===== src/rtl/pipe_adder_pkg.sv =====
// Shared operation encodings for the pipelined adder.
package pipe_adder_pkg;

  localparam logic [1:0] OP_ADD = 2'b00;
  localparam logic [1:0] OP_SUB = 2'b01;
  localparam logic [1:0] OP_INC = 2'b10;
  localparam logic [1:0] OP_RSV = 2'b11;

endpackage


===== src/rtl/adder_slice.sv =====
// One SW-bit combinational ripple slice: {cout, sum} = a + b + cin.
module adder_slice #(
  parameter int SW = 8
) (
  input  logic [SW-1:0] a,
  input  logic [SW-1:0] b,
  input  logic          cin,
  output logic [SW-1:0] sum,
  output logic          cout
);

  assign {cout, sum} = {1'b0, a} + {1'b0, b} + {{SW{1'b0}}, cin};

endmodule


===== src/rtl/pipe_adder.sv =====
// Pipelined add/sub/increment: STAGES registered carry-ripple slices with
// operand skew, result deskew and a valid/ready handshake with back-pressure.
module pipe_adder
  import pipe_adder_pkg::*;
#(
  parameter int WIDTH    = 32,
  parameter int STAGES   = 4,
  parameter int INC_STEP = 4
) (
  input  logic             clk,
  input  logic             rst_n,
  input  logic             in_valid,
  output logic             in_ready,
  input  logic [WIDTH-1:0] a,
  input  logic [WIDTH-1:0] b,
  input  logic [1:0]       op,
  input  logic             cin,
  output logic             out_valid,
  input  logic             out_ready,
  output logic [WIDTH-1:0] r,
  output logic             cout,
  output logic             ovf,
  output logic             zero
);

  localparam int SW = WIDTH / STAGES;

  logic             en;
  logic [WIDTH-1:0] b_eff;
  logic             c0;

  // x_in[k] holds completed sum slices below slice k and raw A above it.
  logic [STAGES-1:0][WIDTH-1:0] x_in;
  logic [STAGES-1:0]            c_in;
  logic [STAGES-1:0]            v_in;

  // The whole pipeline freezes only while a finished result is refused.
  assign en       = !(out_valid && !out_ready);
  assign in_ready = en;

  // NOTE: defaults first so every path assigns every output and no latch forms.
  always_comb begin
    b_eff = b;
    c0    = cin;
    case (op)
      OP_SUB: begin
        b_eff = ~b;
        c0    = 1'b1;
      end
      OP_INC: begin
        b_eff = WIDTH'(INC_STEP);
        c0    = 1'b0;
      end
      OP_ADD, OP_RSV: begin
        b_eff = b;
        c0    = cin;
      end
    endcase
  end

  assign x_in[0] = a;
  assign c_in[0] = c0;
  assign v_in[0] = in_valid;

  for (genvar k = 0; k < STAGES; k++) begin : g_stage
    localparam int LO = k * SW;
    localparam int RW = WIDTH - LO;

    logic [RW-1:0]    y_cur;
    logic [SW-1:0]    s_slice;
    logic             c_slice;
    logic [WIDTH-1:0] x_nxt;

    // Only the not-yet-added upper part of B' travels down the pipe.
    if (k == 0) begin : g_first
      assign y_cur = b_eff;
    end else begin : g_chain
      assign y_cur = g_stage[k-1].g_mid.y_r;
    end

    adder_slice #(.SW(SW)) u_slice (
      .a    (x_in[k][LO +: SW]),
      .b    (y_cur[SW-1:0]),
      .cin  (c_in[k]),
      .sum  (s_slice),
      .cout (c_slice)
    );

    always_comb begin
      x_nxt            = x_in[k];
      x_nxt[LO +: SW]  = s_slice;
    end

    if (k < STAGES - 1) begin : g_mid
      logic [RW-SW-1:0] y_r;
      logic [WIDTH-1:0] x_r;
      logic             c_r;
      logic             v_r;

      // NOTE: datapath registers carry no reset; only valid bits decide what is live.
      always_ff @(posedge clk) begin
        if (en) begin
          x_r <= x_nxt;
          y_r <= y_cur[RW-1:SW];
          c_r <= c_slice;
        end
      end

      // NOTE: sequential state uses non-blocking assignment only.
      always_ff @(posedge clk or negedge rst_n) begin
        if (!rst_n) begin
          v_r <= 1'b0;
        end else if (en) begin
          v_r <= v_in[k];
        end
      end

      assign x_in[k+1] = x_r;
      assign c_in[k+1] = c_r;
      assign v_in[k+1] = v_r;
    end else begin : g_last
      // Result registers load only on a real operation so r keeps the last answer.
      always_ff @(posedge clk or negedge rst_n) begin
        if (!rst_n) begin
          out_valid <= 1'b0;
          r         <= '0;
          cout      <= 1'b0;
          ovf       <= 1'b0;
          zero      <= 1'b0;
        end else if (en) begin
          out_valid <= v_in[k];
          if (v_in[k]) begin
            r    <= x_nxt;
            cout <= c_slice;
            ovf  <= (x_in[k][WIDTH-1] == y_cur[RW-1]) &&
                    (x_nxt[WIDTH-1] != x_in[k][WIDTH-1]);
            zero <= ~|x_nxt;
          end
        end
      end
    end
  end

endmodule

===== config.mk =====
export PLATFORM = sky130hd
export DESIGN_NAME = pipe_adder
export DESIGN_NICKNAME = d
export VERILOG_FILES = /design/src/rtl/pipe_adder_pkg.sv /design/src/rtl/adder_slice.sv /design/src/rtl/pipe_adder.sv
export SDC_FILE = /design/constraint.sdc
export NUM_CORES = 1
export LEC_CHECK = 0
export BUFFER_PORTS_ARGS = -buffer_cell sky130_fd_sc_hd__buf_2
export CAP_MARGIN = 20
export CORE_AREA = 2 2 116 118
export CTS_BUF_LIST = sky130_fd_sc_hd__clkbuf_4 sky130_fd_sc_hd__clkbuf_8
export CTS_CLUSTER_SIZE = 20
export DETAILED_ROUTE_END_ITERATION = 16
export DIE_AREA = 0 0 118 120
export GPL_ROUTABILITY_DRIVEN = 0
export GPL_TIMING_DRIVEN = 0
export PLACE_DENSITY = 0.8
export RECOVER_POWER = 25
export SLEW_MARGIN = 20
export SYNTH_ARGS = -nofsm -noshare
export SYNTH_HDL_FRONTEND = slang
export SYNTH_SLANG_ARGS = --single-unit

===== constraint.sdc =====
create_clock -name clk -period 8.32 [get_ports clk]
set_input_delay 0.832 -clock clk [delete_from_list [all_inputs] [get_ports clk]]
set_output_delay 0.832 -clock clk [all_outputs]
set_load 0.05 [all_outputs]

==> flow_summary.yaml <==
floorplan:
  die_h_um: 120
  core_region_area_um2: 13000
  std_cell_rows: 42
  floorplan.initialDensity: 0.580
  design.portCount: 108
  die_w_um: 118
  die_area_um2: 14200
placed_design:
  post-dp-hpwl_um: 8680
  portBuffers: 107
pwr:
  power.static_leakage_nw: 3.57
  max-vdd-ir-drop_uv: 163
  post-layout-total-power_w: 0.00335
  pwr_density_cell_nw_per_um2: 383
critical_path:
  crit_path_cell_trace: "buf_2, nand2b_1, clkbuf_1, buf_16, buf_2"
  crit_reg_reg_startpoint: "out_valid"
  classification_of_the_worst_setup_path: "in2out"
  critical_path_peak_fanout: 110
  reg2regPathDepth: 6
  critical-path-slowest-cell: "clkbuf_1"
  rr_endpoint: "r[13]"
  timing.critical_path.from_type: "input pin"
  timing.critical_path.from: "out_ready"
  reg2reg_slack_ps: 4590
  crit_path_max_incr_delay_ps: 1780
  cp.required_ps: 7490
  cp.arrival_ps: 3680
  worst_setup_path_end_kind: "output port"
  worst_setup_path_endpoint: "in_ready"
  cp_common_cell: "buf_2"
synthesis:
  syn_nets: 553
  ys_warn_count: 0
  synthDominantCellAreaShare: 0.586
  synth_cell_type_count: 34
  yosys.area.top_type: "edfxtp_1"
  ys.flop_type: "edfxtp_1"
  synth_enable_flop_cells: 147
  netlist_area_um2: 7530
  syn-instance-count: 444
  yosys-top-cells-area: "edfxtp_1 (59%), dfrtp_1 (13%), mux2_2 (9.0%)"
  yosys_register_bits: 186
  async_flop_share: 0.210
  synth.yosys.seq_area_share: 0.716
  synth.avg_cell_area_um2: 17.0
timing:
  rsz0062_at_grt: "false"
  timing.final.max_slew_violations: 86
  report.final.setup_viol: 0
  fin_tns_setup_ps: 0
  worst-slew-pin-transition_ps: 2520
  timing_hold_violations_final: 0
  timing.max_slew.rel_slack: -0.682
  finalClockSkew_ps: 11.7
  finalCritPeriodShare: 0.543
  achievable_frequency_mhz: 221
  final_period_minus_worst_setup_slack_ps: 4520
clocking:
  cts.htree.levels: 4
  clock_latency_ps: 460
  clock_tree_root: "clkbuf_8"
  post_cts_resize_count: 0
  post_cts.repair.setup_buffers: 0
  cts_hold_buffers: 0
  cts.clk_slew.worst_paths_ps: 90
  clock_tree.buffer_depth: 2
  clock_tree_from_tritoncts: "done"
  clock_buffers_created_by_tritoncts: 17
  cts.sinks: 186
final_layout:
  final_net_count: 680
  seq_area_um2: 5390
  post_route_cells_drive_above_1_share: 0.346
  multi_input_area_um2: 2030
  synthToLayoutAreaGrowth_pct: 16.1
  antenna-diode-count: 0
  fillers: 941
global_routing:
  grt_first_pass_wirelength_um: 19700
  grt_use_total: 0.185
  grt.met1_usage: 0.209
  grt_max_degree: 111
  grt_overflow_total: 0
  grt_antenna_before_repair: 0
  grt_pass1_vias: 4129
  globalRoute.busiestLayer: "met2"
  grt.met2_usage: 0.328
  use_met3: 0.0504
detailed_routing:
  drt-initial-drc-count: 189
  drt_pass1_iterations: 6
  detail_route.drc_violations: 0
  via_count: 4001
  finalWirelength_um: 12200
  routed_wire_length_per_instance_um: 16.1
  viasPerCell: 5.26
  drt.antenna.violating_nets: 0
run_status:
  failed_checks: "capacitance limit, slew limit"
  run_status: "finished with violations"
job:
  maxCapViolations: 2
min_path:
  hold_path_class: "reg2reg"
[final cells by class]
type,count,share of cell area
Sequential cell,186,0.616
Inverter,17,0.00730
Clock buffer,23,0.0333
Clock inverter,9,0.0166
Timing Repair Buffer,108,0.0640
Multi-Input combinational cell,230,0.232
Tap cell,176,0.0252
Buffer,11,0.00515
[synthesized netlist by cell type, types with 5 or more instances]
cell type  instances
inv_1             17
xnor2_1           16
edfxtp_1         147
dfrtp_1           39
o21bai_1           6
ha_1              30
a21oi_1           17
nor2_1            13
nor4_1             5
fa_1               8
o21ai_0           17
xor2_1             7
nand2_1           18
mux2_2            60
clkbuf_1           7
[cell usage in the layout (no fill, tap or decap), drive strengths merged, types with 5 or more instances in the layout]
cell type / n
nor4: 5
inv: 17
o21bai: 6
nor2: 13
a21oi: 17
fa: 8
mux2: 60
dfrtp: 39
xor2: 8
o21ai: 18
ha: 30
clkbuf: 34
edfxtp: 147
xnor2: 16
nand2: 18
buf: 108
[registers in the layout (all words and copies together), names as in the netlist]
signal and count:
g_stage.g_mid.x_r 96, g_stage.g_mid.y_r 48, r 32, g_stage.g_mid.c_r 3
g_stage.g_mid.v_r 3, cout 1, out_valid 1, ovf 1
zero 1
[how the worst min path moves through the flow]
stage / endpoint / from / cells after the start / slack [ps]
floorplan: g_stage[1].g_mid.x_r[0] / g_stage[0].g_mid.x_r[0] / 0 / 400
global placement: g_stage[2].g_mid.x_r[5] / g_stage[1].g_mid.x_r[5] / 0 / 400
detailed placement: g_stage[1].g_mid.x_r[31] / g_stage[0].g_mid.x_r[31] / 0 / 400
CTS: g_stage[1].g_mid.x_r[27] / g_stage[0].g_mid.x_r[27] / 0 / 420
global route: g_stage[2].g_mid.x_r[2] / g_stage[1].g_mid.x_r[2] / 0 / 420
finish: g_stage[1].g_mid.x_r[27] / g_stage[0].g_mid.x_r[27] / 0 / 420
[where the power goes]
group | switching, W | internal, W | leakage, nW
clock network | 0.000286 | 0.000354 | 0.223
registers | 0.000142 | 0.00144 | 1.96
logic | 0.000735 | 0.000392 | 1.39
total | 0.00116 | 0.00219 | 3.57
[routing by layer]
metal,part of all wire,routed length (um)
met3,0.048,583
met1,0.40,4900
met4,0.023,278
met2,0.53,6450
met5,0,0
[cells by family (layout without fill, tap and decap cells)]
| kind of cell | Yosys count | count (layout) | synth area share |
|---|---|---|---|
| AO/OA/AOI/OAI | 55 | 55 | 0.0460 |
| AND/OR/NAND/NOR | 53 | 53 | 0.0336 |
| multiplexers | 60 | 60 | 0.0897 |
| adder cells (fa/ha/maj) | 38 | 38 | 0.0711 |
| buffers and inverters | 28 | 168 | 0.0146 |
| flip-flops | 186 | 186 | 0.716 |
| XOR/XNOR | 24 | 24 | 0.0289 |
[stage by stage]
stage          worst slack (ps)  std cells  utilization  hold WS [ps]  area [um2]
6_report                   3800        760        0.674           417        8740
5_1_grt                    3600        760        0.674           421        8740
4_1_cts                    4690        760        0.675           420        8760
3_5_place_dp               4190        728        0.641           405        8320
3_3_place_gp               3430        727        0.638           401        8280
2_1_floorplan              4300        444            -           400        7530
[critical path, delay by kind of cell]
family | cells | cell delay (ps)
and+or+nand+nor | 1 | 90
buffers and inverters | 4 | 2670
(Power assumes the default switching activity.)
